$ cat src/rtl/hazard_sequencer_pkg.sv
// hazard_sequencer_pkg: shared state encoding, forward selects and sequencer context
package hazard_sequencer_pkg;

    typedef enum logic [1:0] {RUN = 2'd0, DEP_WAIT = 2'd1, MEM_WAIT = 2'd2} state_t;

    localparam logic [1:0] FWD_RF  = 2'b00;
    localparam logic [1:0] FWD_WB  = 2'b01;
    localparam logic [1:0] FWD_MEM = 2'b10;

    // cnt = stall cycles still owed in DEP_WAIT; rel = next RUN cycle is the branch release cycle
    typedef struct packed {
        state_t     st;
        logic [1:0] cnt;
        logic       rel;
    } ctx_t;

    localparam ctx_t CTX_RST = '{st: RUN, cnt: 2'd0, rel: 1'b0};

endpackage

$ cat src/rtl/hazard_match.sv
// hazard_match: per-operand branch wait need and release select from EX/MEM destinations
// in:  r/used (operand), ex_rd/ex_wen/ex_is_load, mem_rd/mem_wen/mem_is_load
// out: need (0..2 cycles), sel (forward source once released), load_use (EX load hit)
module hazard_match
    import hazard_sequencer_pkg::*;
#(
    parameter int RA_W = 5
) (
    input  logic [RA_W-1:0] r,
    input  logic            used,
    input  logic [RA_W-1:0] ex_rd,
    input  logic            ex_wen,
    input  logic            ex_is_load,
    input  logic [RA_W-1:0] mem_rd,
    input  logic            mem_wen,
    input  logic            mem_is_load,
    output logic [1:0]      need,
    output logic [1:0]      sel,
    output logic            load_use
);

    logic hit_e, hit_m;

    assign hit_e    = used && r != '0 && r == ex_rd && ex_wen;
    assign hit_m    = used && r != '0 && r == mem_rd && mem_wen;
    assign load_use = hit_e && ex_is_load;
    assign need     = hit_e ? (ex_is_load ? 2'd2 : 2'd1) : (hit_m && mem_is_load) ? 2'd1 : 2'd0;
    assign sel      = hit_e ? (ex_is_load ? FWD_WB : FWD_MEM) : hit_m ? (mem_is_load ? FWD_WB : FWD_MEM) : FWD_RF;

endmodule

$ cat src/rtl/hazard_sequencer.sv
// hazard_sequencer: pipeline-control FSM for load-use/branch hazards, dmem freeze and redirect flush
// in:  clk, rstn, ID operands/branch flag, EX/MEM destinations, dmem_req/dmem_ready, redirect_id
// out: stall_if/id/ex/mem, bubble_ex/wb, flush_id, br_fwd_a/b, stall_cnt, flush_cnt
module hazard_sequencer
    import hazard_sequencer_pkg::*;
#(
    parameter int CNT_W = 32,
    parameter int RA_W  = 5
) (
    input  logic             clk,
    input  logic             rstn,
    input  logic             id_valid,
    input  logic [RA_W-1:0]  id_rs1,
    input  logic [RA_W-1:0]  id_rs2,
    input  logic             id_rs1_used,
    input  logic             id_rs2_used,
    input  logic             id_is_br,
    input  logic [RA_W-1:0]  ex_rd,
    input  logic             ex_wen,
    input  logic             ex_is_load,
    input  logic [RA_W-1:0]  mem_rd,
    input  logic             mem_wen,
    input  logic             mem_is_load,
    input  logic             dmem_req,
    input  logic             dmem_ready,
    input  logic             redirect_id,
    output logic             stall_if,
    output logic             stall_id,
    output logic             stall_ex,
    output logic             stall_mem,
    output logic             bubble_ex,
    output logic             bubble_wb,
    output logic             flush_id,
    output logic [1:0]       br_fwd_a,
    output logic [1:0]       br_fwd_b,
    output logic [CNT_W-1:0] stall_cnt,
    output logic [CNT_W-1:0] flush_cnt
);

    logic [1:0] need_a, need_b, sel_a, sel_b, need, lat_a, lat_b, nxt_lat_a, nxt_lat_b;
    logic       lu_a, lu_b, frz;
    ctx_t       ctx, saved, cur, nxt;

    hazard_match #(.RA_W(RA_W)) u_match_a (
        .r(id_rs1), .used(id_rs1_used), .ex_rd(ex_rd), .ex_wen(ex_wen), .ex_is_load(ex_is_load),
        .mem_rd(mem_rd), .mem_wen(mem_wen), .mem_is_load(mem_is_load),
        .need(need_a), .sel(sel_a), .load_use(lu_a)
    );

    hazard_match #(.RA_W(RA_W)) u_match_b (
        .r(id_rs2), .used(id_rs2_used), .ex_rd(ex_rd), .ex_wen(ex_wen), .ex_is_load(ex_is_load),
        .mem_rd(mem_rd), .mem_wen(mem_wen), .mem_is_load(mem_is_load),
        .need(need_b), .sel(sel_b), .load_use(lu_b)
    );

    assign frz  = dmem_req && !dmem_ready;
    // Once the memory answers, the saved context acts in that same cycle so the
    // instruction held in ID is never released without its hazard being honoured.
    assign cur  = (ctx.st == MEM_WAIT) ? saved : ctx;
    assign need = (need_a > need_b) ? need_a : need_b;

    always_comb begin
        stall_if  = 1'b0;
        stall_id  = 1'b0;
        stall_ex  = 1'b0;
        stall_mem = 1'b0;
        bubble_ex = 1'b0;
        bubble_wb = 1'b0;
        br_fwd_a  = FWD_RF;
        br_fwd_b  = FWD_RF;
        nxt       = cur;
        nxt_lat_a = lat_a;
        nxt_lat_b = lat_b;
        if (!rstn) begin
            nxt = CTX_RST;
        end else if (frz) begin
            {stall_if, stall_id, stall_ex, stall_mem, bubble_wb} = '1;
            nxt.st = MEM_WAIT;
        end else if (cur.st == DEP_WAIT) begin
            {stall_if, stall_id, bubble_ex} = '1;
            nxt.cnt = cur.cnt - 2'd1;
            nxt.st  = (cur.cnt <= 2'd1) ? RUN : DEP_WAIT;
            nxt.rel = cur.cnt <= 2'd1;
        end else if (cur.rel) begin
            br_fwd_a  = lat_a;
            br_fwd_b  = lat_b;
            nxt.rel   = 1'b0;
            nxt_lat_a = FWD_RF;
            nxt_lat_b = FWD_RF;
        end else if (id_valid && !id_is_br) begin
            {stall_if, stall_id, bubble_ex} = {3{lu_a || lu_b}};
        end else if (id_valid && need != 2'd0) begin
            // The entry cycle is the first stall, so DEP_WAIT owes need-1 more.
            {stall_if, stall_id, bubble_ex} = '1;
            nxt.cnt   = need - 2'd1;
            nxt.st    = (need == 2'd1) ? RUN : DEP_WAIT;
            nxt.rel   = need == 2'd1;
            nxt_lat_a = sel_a;
            nxt_lat_b = sel_b;
        end else if (id_valid) begin
            br_fwd_a = sel_a;
            br_fwd_b = sel_b;
        end
        flush_id = rstn && redirect_id && !stall_id;
    end

    always_ff @(posedge clk or negedge rstn) begin
        if (!rstn) begin
            ctx       <= CTX_RST;
            saved     <= CTX_RST;
            lat_a     <= FWD_RF;
            lat_b     <= FWD_RF;
            stall_cnt <= '0;
            flush_cnt <= '0;
        end else begin
            ctx       <= nxt;
            saved     <= frz ? cur : saved;
            lat_a     <= nxt_lat_a;
            lat_b     <= nxt_lat_b;
            stall_cnt <= stall_cnt + CNT_W'(stall_id);
            flush_cnt <= flush_cnt + CNT_W'(flush_id);
        end
    end

endmodule
$ cat config.mk
export PLATFORM = sky130hd
export DESIGN_NAME = hazard_sequencer
export DESIGN_NICKNAME = d
export VERILOG_FILES = /design/src/rtl/hazard_sequencer_pkg.sv /design/src/rtl/hazard_match.sv /design/src/rtl/hazard_sequencer.sv
export SDC_FILE = /design/constraint.sdc
export NUM_CORES = 1
export LEC_CHECK = 0
export ABC_AREA = 1
export BUFFER_PORTS_ARGS = -buffer_cell sky130_fd_sc_hd__buf_2
export CAP_MARGIN = 20
export CORE_ASPECT_RATIO = 0.9
export CORE_MARGIN = 2
export CORE_UTILIZATION = 35
export CTS_CLUSTER_DIAMETER = 30
export DETAILED_ROUTE_END_ITERATION = 10
export PLACE_DENSITY = 0.59
export SYNTH_ARGS = -nofsm -noshare
export SYNTH_HDL_FRONTEND = slang
export SYNTH_SLANG_ARGS = --single-unit
$ cat constraint.sdc
create_clock -name clk -period 8.3 [get_ports clk]
set_input_delay 0.415 -clock clk [delete_from_list [all_inputs] [get_ports clk]]
set_output_delay 0.415 -clock clk [all_outputs]
set_load 0.1 [all_outputs]
Word level (Yosys, flattened, before mapping). Index checks and enable logic that the tools add are counted.

Bits in registers: 78. Output and inout bits: 75. Logic and storage cells: 107.

$add $sub $neg: 4. $lt $le $gt $ge: 2. Eq/ne operators: 8. Muxes and demuxes: 53. Bitwise gates (word level): 2. Reductions and logical operators: 28.

Operator list (number): 32-bit by 1-bit adder with 32-bit output (2); 2-bit 2-to-1 mux (31); 5-bit 2-to-1 mux (5); 5-bit equality test (4); 1-bit logical AND (19); 1-bit 2-to-1 mux (15); 5-bit nonzero test (2); 5-bit AND reduction (1); 2-bit by 1-bit equality test with 1-bit output, second input constant (2); 4-bit 2-to-1 mux (1); 2-bit nonzero test (2); 2-bit by 1-bit subtractor with 2-bit output, second input constant (2); 1-bit logical NOT (3); 3-bit 2-to-1 mux (1); 2-bit equality test, second input constant (1); 2-bit greater-than comparator (1); 2-bit by 1-bit less-or-equal comparator with 1-bit output, second input constant (1); 2-bit != test, second input constant (1); 1-bit NOT (2); 1-bit logical OR (1).

Logic depth before layout (Yosys ltp). Gate-level depths: netlist of run 1.

Depth after elaboration: 20. Mapped depth: 35. Mapped depth without buffers: 35.

By module. A second synthesis of run 1 with hierarchy kept.

Cell total of the unflattened synthesis: 671. Area total of the unflattened synthesis: 4897.2 sq um.

By module, submodules not included: hazard_sequencer (times used 1, cells each 543, area each 4339.2 sq um); hazard_match (times used 2, cells each 64, area each 279.0 sq um).

Worst setup path after synthesis of run 1. Ideal clock, no wire load.

Path type: input-to-reg. Start point: input ex_rd[2]. End point: register stall_cnt[28]. Setup time: 0.122 ns. Arrival: 6.502 ns. Data required time: 8.178 ns. Setup slack: 1.675 ns. Stages: 30. Buffers on the path: 0. Cells stage by stage: xnor2_1 -> nand3_1 -> nor2_1 -> nand4_1 -> nand2_1 -> inv_1 -> ha_1 -> a22oi_1 -> nand3_1 -> nand2_1 -> inv_1 -> ha_1 -> nor2_1 -> nand3_1 -> nand3_1 -> inv_1 -> o21ai_0 -> ha_1 -> ha_1 -> nand2_1 -> inv_1 -> nand3b_4 -> nor2_2 -> nand2_2 -> nor2_4 -> nand4_1 -> nor2_2 -> nand3_1 -> nand2_1 -> nand2_1.

Longest elaborated chain between the ends: 15.

Ends and longest elaborated chain: from (decl) (RTL line hazard_sequencer.sv:18) `input logic [RA_W-1:0] ex_rd,`; 5-bit equality test (RTL line hazard_match.sv:24) `assign hit_e = used && r != '0 && r == ex_rd && ex_wen;`; 1-bit logical AND (2 in series) (RTL line hazard_match.sv:24); 2-bit 2-to-1 mux (RTL line hazard_match.sv:27) `assign need = hit_e ? (ex_is_load ? 2'd2 : 2'd1) : (hit_m && mem_is_load) ? 2'd1 : 2'd0;`; 2-bit greater-than comparator (RTL line hazard_sequencer.sv:60) `assign need = (need_a > need_b) ? need_a : need_b;`; 2-bit 2-to-1 mux (RTL line hazard_sequencer.sv:60); 2-bit nonzero test (RTL line hazard_sequencer.sv:92) `end else if (id_valid && need != 2'd0) begin`; 1-bit logical AND (RTL line hazard_sequencer.sv:92); 1-bit 2-to-1 mux (RTL line hazard_sequencer.sv:92); 1-bit 2-to-1 mux (*) (RTL line hazard_sequencer.sv:90) `end else if (id_valid && !id_is_br) begin`; 1-bit 2-to-1 mux (*) (RTL line hazard_sequencer.sv:84) `end else if (cur.rel) begin`; 1-bit 2-to-1 mux (*) (RTL line hazard_sequencer.sv:79) `end else if (cur.st == DEP_WAIT) begin`; 1-bit 2-to-1 mux (*) (RTL line hazard_sequencer.sv:76) `end else if (frz) begin`; 1-bit 2-to-1 mux (*) (RTL line hazard_sequencer.sv:74) `if (!rstn) begin`; named net stall_id (RTL line hazard_sequencer.sv:28) `output logic stall_id,`; 32-bit by 1-bit adder with 32-bit output (*) (RTL line hazard_sequencer.sv:120) `stall_cnt <= stall_cnt + CNT_W'(stall_id);`; to (signal assigned) (RTL line hazard_sequencer.sv:120); to (decl) (RTL line hazard_sequencer.sv:36) `output logic [CNT_W-1:0] stall_cnt,`.

The timed path passes the listed nets; every way through them passes the cells marked *. A chain may end at the register's enable or synchronous reset.

Worst setup path in the final report of run 1.
Start point: input ex_rd[2]. End point: register stall_cnt[28].

Longest elaborated chain between the ends: 15.

Ends and longest elaborated chain (RTL line): 5-bit equality test (hazard_match.sv:24); 1-bit logical AND (2 in series) (hazard_match.sv:24); 2-bit 2-to-1 mux (hazard_match.sv:27); 2-bit greater-than comparator (hazard_sequencer.sv:60); 2-bit 2-to-1 mux (hazard_sequencer.sv:60); 2-bit nonzero test (hazard_sequencer.sv:92); 1-bit logical AND (hazard_sequencer.sv:92); 1-bit 2-to-1 mux (hazard_sequencer.sv:92); 1-bit 2-to-1 mux (*) (hazard_sequencer.sv:90); 1-bit 2-to-1 mux (*) (hazard_sequencer.sv:84); 1-bit 2-to-1 mux (*) (hazard_sequencer.sv:79); 1-bit 2-to-1 mux (*) (hazard_sequencer.sv:76); 1-bit 2-to-1 mux (*) (hazard_sequencer.sv:74); 32-bit by 1-bit adder with 32-bit output (*) (hazard_sequencer.sv:120).

Every way passes the cells marked *; elsewhere a longest branch is shown, timed or not.

==> impl_metrics.tcl, run 1 <==
set metrics [dict create \
    cts_buffers 9 \
    grt_usage_pct 16.0 \
    outcome "finished, final reports clean" \
    crit_type "primary input to flop" \
    rsz0062_at_grt "no" \
    fp.dieW_um 122 \
    synth_seq_cells 78 \
    routabilityCongestion 0.861 \
    port_buffers 107 \
    ant_nets 0 \
    nFillCells 1250 \
    finalHoldViolCount 0 \
    worst_setup_path_start_kind "primary input" \
    dr.pass1.iters 4 \
    grt.overflow.total 0 \
    hold_path_class "primary input to flop" \
    syn_avg_cell_area_um2 8.57 \
    ys_seq_area_share_pct 44.1 \
    max_stage_delay_ns 0.32 \
    cp.required_ns 8.53 \
    hpwlAfterDp_um 7700 \
    die_h_um 111 \
    power_leakage_nw 2.98 \
    die_area_um2 13600 \
    grt_max_degree 55 \
    first_global_vias 3648 \
    htreeDepth 3 \
    wl_um 10000 \
    critPathMaxFanout 6 \
    cts_sinks 78 \
    yosysWarningCount 0 \
    drive_gt1_share_pct 25.1 \
    synth_cell_types 31 \
    max_cap_violations 0 \
    synth_cells 516 \
    core_area_um2 12200 \
    syn_to_final_growth_pct 23.8 \
    cts_tree "yes" \
    nets 677 \
    clock_latency_ns 0.34 \
    peakVddDrop_mv 0.243 \
    num_vias 3733 \
    initial_core_util_pct 36.3 \
    arrival_ns 4.91 \
    fmax_mhz 214 \
    syn_nets 560 \
    maxSlewViolCount 0 \
    row_count 38 \
    antenna_found_initial 0 \
    cts.path.max_buffers 2 \
    fin_crit_sh_pct 56.4 \
    io-pin-count 108 \
    drt_iter0_markers 266 \
    vias_per_cell 4.68 \
    cp_slowest_cell "o21ai_0" \
    end_kind "flop" \
    setup_viol 0 \
    clk_pin_slew_worst_paths_ns 0.06 \
    wl_per_cell_um 12.6 \
    relSlewSlack_pct 54.5 \
    grt_pass1_wl_um 17300 \
    power_w 0.00117 \
    diodes 0 \
    max_slew.worst_pin.slew_ns 0.683 \
    power_density_nw_per_um2 214 \
    root_buffer "clkbuf_16" \
    fin_crit_ns 4.68 \
    drc 0 \
    setup_tns_ns 0 \
    netlist_area_um2 4420 \
    fin_skew_ns 0.00529 \
]
-- cells in the mapped netlist --
library cell	n	area share, %
a211oi_1	1	0.17
o22ai_1	1	0.14
nor2_1	44	3.7
a21oi_1	12	1.4
xnor2_1	27	5.3
nor2_2	5	0.71
nand2_2	7	0.99
o21ai_0	19	2.1
nand3b_4	1	0.45
buf_4	3	0.51
a41oi_1	1	0.20
o21ai_2	1	0.20
nand4_1	23	3.3
xor2_1	40	7.9
nand2_1	109	9.3
nand3_1	25	2.8
a22oi_1	1	0.17
nand2_4	2	0.51
nand3_2	5	1.1
o21ai_1	1	0.11
o31ai_1	1	0.17
inv_1	68	5.8
nor4_1	4	0.57
dfrtp_1	78	44
nand3b_1	1	0.17
ha_1	11	3.1
nor2_4	11	2.8
nor4_2	2	0.57
nor3_1	10	1.1
inv_2	1	0.085
nor3_4	1	0.37
-- metrics by stage --
stage               cell area, µm²  cells  hold WS, ns  utilization [%]  worst slack (ns)
floorplan                     4420    516        0.119                -              1.68
global placement              5150    781        0.345             42.3              3.64
detailed placement            5150    781        0.351             42.3              3.32
CTS                           5480    798        0.435             45.0              3.65
global route                  5480    798        0.450             45.0              3.03
finish                        5480    798        0.439             45.0              3.62
-- cells by family after synthesis --
logic type	count (synthesis)	share of synthesized area, %
AO/OA/AOI/OAI	38	4.67
XOR/XNOR	67	13.3
adder cells (fa/ha/maj)	11	3.11
buffers and inverters	72	6.36
flip-flops	78	44.1
AND/OR/NAND/NOR	250	28.5
-- flip-flops by register name, summed over array words and instances, names as in the netlist --
signal	count
saved	5
flush_cnt	32
lat_a	2
lat_b	2
ctx	5
stall_cnt	32
-- cell usage in the layout (no fill, tap or decap), types with 2 or more instances in the layout --
cell type	Yosys	routed
nand2_1	109	109
buf_2	0	106
dfrtp_1	78	78
inv_1	68	68
nor2_1	44	44
xor2_1	40	40
xnor2_1	27	27
nand3_1	25	25
nand4_1	23	23
o21ai_0	19	19
a21oi_1	12	12
nor2_4	11	11
ha_1	11	11
nor3_1	10	10
clkbuf_16	0	9
nand2_2	7	7
nor2_2	5	5
nand3_2	5	5
nor4_1	4	4
clkbuf_8	0	4
nand2_4	2	2
nor4_2	2	2
clkinv_2	0	2
buf_4	3	2
-- critical path, delay by kind of cell --
| family | cells | cell delay (ns) |
|---|---|---|
| buffers and inverters | 5 | 0.39 |
| adder cells (fa/ha/maj) | 4 | 0.88 |
| AND/OR/NAND/NOR | 19 | 2.47 |
| XOR/XNOR | 1 | 0.16 |
| AO/OA/AOI/OAI | 2 | 0.58 |
-- worst paths after layout --
kind / from / endpoint / slack (ns) / cells past startpoint
hold reg to reg: stall_cnt[31] / stall_cnt[31] / 0.47 / 1
max in group asynchronous: rstn / stall_cnt[0] / 6.77 / 3
hold / removal: dmem_ready / saved[2] / 0.44 / 3
min in group asynchronous: rstn / flush_cnt[15] / 0.53 / 2
setup reg to reg: ctx[3] / stall_cnt[28] / 4.86 / 20
setup / recovery: ex_rd[2] / stall_cnt[28] / 3.62 / 31
-- layer usage --
metal / GRT usage, % / share of wire (%) / vias up
met5: 0 / 0 / -
met4: 5.29 / 1.3 / 0
met3: 4.91 / 5.7 / 9
met2: 25.1 / 46 / 87
met1: 20.9 / 47 / 1748
li1: - / - / 1889
-- what timing repair did --
item	CTS	global route
setup endpoints to repair	0	0
gates resized for setup	0	0
setup buffers	0	0
hold buffers	1	0
endpoints found under the hold margin	24	0
-- cell type report --
| cell class | instances | area [µm²] | share of cell area, % |
|---|---|---|---|
| repair buffers | 109 | 556 | 10.1 |
| clock inverters | 3 | 40.0 | 0.731 |
| clock buffers | 13 | 280 | 5.12 |
| well taps | 160 | 200 | 3.66 |
| flip-flops and latches | 78 | 1950 | 35.6 |
| multi-input cells | 366 | 2190 | 40.0 |
| inverters | 69 | 259 | 4.73 |
-- power by group --
part | switching (W) | leakage [nW] | internal [W]
sequential | 0.0000292 | 1.02 | 0.000409
clock | 0.000151 | 0.162 | 0.000265
combinational | 0.000266 | 1.79 | 0.0000510
(Power assumes the default switching activity.)
==> run 2: changes to the inputs <==
==> constraint.sdc (replaced) <==
create_clock -name clk -period 4.55 [get_ports clk]
set_input_delay 0.2275 -clock clk [delete_from_list [all_inputs] [get_ports clk]]
set_output_delay 0.2275 -clock clk [all_outputs]
set_load 0.1 [all_outputs]
==> run 2 against run 1 <==
  * Sequential cell count did not move
  * Non-clock buffer count rose by 1
  * Die area did not move
  * Largest power group unchanged
  * Critical endpoint unchanged
  * Cell count rose by 0.13%
  * Global-route usage fell by 0.98 points
  * Highest routed layer unchanged
  * Via count fell by 0.67%
==> impl_metrics.tcl, run 2 (synthesis gave the netlist of run 1 again) <==
set metrics [dict create \
    clkPwrFrac_pct 34.3 \
    hpwlAfterDp_um 7480 \
    wl_per_cell_um 12.2 \
    fmax_mhz 246 \
    grt_pass1_wl_um 16600 \
    arrival_ns 4.29 \
    nFillCells 1231 \
    antenna_found_initial 0 \
    drive_gt1_share_pct 26.4 \
    num_vias 3708 \
    final-seq-area_um2 1950 \
    max_cap_violations 0 \
    max_stage_delay_ns 0.28 \
    max_slew.worst_pin.slew_ns 0.515 \
    switching_power_w 0.000817 \
    peakVddDrop_mv 0.213 \
    r2r_start "ctx[3]" \
    cts_buffers 9 \
    vias_per_cell 4.64 \
    hold_start "dmem_ready" \
    htreeDepth 3 \
    root_buffer "clkbuf_16" \
    worst-r2r-cell-count 20 \
    routabilityCongestion 0.830 \
    maxSlewViolCount 0 \
    final_common_cell "nand2_1" \
    cts_setup_buffers 0 \
    first_global_vias 3633 \
    die_h_um 111 \
    setup_viol 0 \
    dr.pass1.iters 4 \
    multiInputGateArea_um2 2250 \
    fin_crit_sh_pct 89.3 \
    fin_crit_ns 4.06 \
    cp.required_ns 4.78 \
    fin_skew_ns 0.00535 \
    cts_resized 0 \
    hold_end "saved[0]" \
    rsz0062_at_grt "no" \
    p_int_w 0.00130 \
    end_kind "flop" \
    ant_nets 0 \
    post-place-ws_ns 0.138 \
    dp_cells 781 \
    critPathMaxFanout 6 \
    setup_ws_ns 0.487 \
    power_leakage_nw 2.98 \
    syn_to_final_growth_pct 25.4 \
    io-pin-count 108 \
    cpMostUsedCell "nand2_1" \
    regToRegSetupSlack_ns 1.40 \
    power_density_nw_per_um2 382 \
    grt.overflow.total 0 \
    wl_um 9720 \
    cts_tree "yes" \
    setup_tns_ns 0 \
    outcome "finished, final reports clean" \
    swShare_pct 38.6 \
    finalHoldViolCount 0 \
    row_count 38 \
    clk_pin_slew_worst_paths_ns 0.06 \
    port_buffers 107 \
    nets 678 \
    final_cells 799 \
    mostFrequentLayoutCells "nand2_1, buf_2, dfrtp_1, inv_1, nor2_1" \
    diodes 0 \
    crit_type "primary input to flop" \
    worst_setup_path_start_kind "primary input" \
    drc 0 \
    drt_iter0_markers 203 \
    cts_sinks 78 \
    die_area_um2 13600 \
    worst_r2r_endpoint "stall_cnt[28]" \
    grt_usage_pct 15.1 \
    reg.largest.list "flush_cnt (32), stall_cnt (32)" \
    hold_depth 4 \
    hold_path_class "primary input to flop" \
    fp.dieW_um 122 \
    initial_core_util_pct 36.3 \
    comb_power_share_pct 27.7 \
    clock_latency_ns 0.33 \
    cp_slowest_cell "ha_1" \
    cts.path.max_buffers 2 \
    relSlewSlack_pct 65.4 \
    grt_max_degree 79 \
    core_area_um2 12200 \
    seq_power_share_pct 38.0 \
]
## run 2: repair_timing
action,in CTS,in global routing
endpoints found under the hold margin,0,21
hold buffers,0,1
endpoints found under the setup margin,0,1
## run 2: critical path, delay by kind of cell
kind / cells / cell delay, ns
simple gates: 19 / 2.41
fa+ha+maj: 4 / 0.76
buf+inv: 5 / 0.37
compound gates: 2 / 0.35
xor+xnor: 1 / 0.17
## run 2: how the worst max path moves through the flow
stage               cells past startpoint  startpoint  slack, ns       endpoint
floorplan                              30    ex_rd[2]       0.03  stall_cnt[28]
global placement                       31    ex_rd[2]       0.34  stall_cnt[28]
detailed placement                     31    ex_rd[2]       0.14  stall_cnt[28]
CTS                                    31    ex_rd[2]       0.45  stall_cnt[28]
global route                           31    ex_rd[2]      0.003  stall_cnt[28]
finish                                 31    ex_rd[2]       0.49  stall_cnt[28]
## run 2: stage by stage
stage | utilization [%] | power, W | cell area (µm²) | hold WS [ns]
after floorplan | - | 0.00128 | 4480 | -0.0681
after global placement | 42.8 | 0.00140 | 5210 | 0.456
after detailed placement | 42.8 | 0.00141 | 5210 | 0.462
after CTS | 45.3 | 0.00214 | 5510 | 0.194
after global routing | 45.6 | 0.00220 | 5550 | 0.282
final | 45.6 | 0.00212 | 5550 | 0.252
## run 2: power groups by stage
stage                     sequential, W  combinational [W]  clock, W
after floorplan                 0.00116           0.000122         0
after global placement         0.000817           0.000582         0
after detailed placement       0.000820           0.000589         0
after CTS                      0.000807           0.000589  0.000746
after global routing           0.000815           0.000615  0.000774
final                          0.000805           0.000586  0.000726
## run 2: cell type report
cell class              count  share of cell area (%)
repair buffers            110                    10.5
inverters                  69                    4.67
flip-flops and latches     78                    35.2
clock inverters             3                   0.767
well taps                 160                    3.61
clock buffers              13                    4.69
multi-input cells         366                    40.6
## run 2: per-layer routing
layer | up-vias | track usage [%] | share of wire [%]
li1 | 1888 | - | -
met4 | 0 | 4.44 | 1.2
met5 | - | 0 | 0
met1 | 1727 | 20.1 | 48
met2 | 82 | 24.0 | 46
met3 | 11 | 3.67 | 4.9
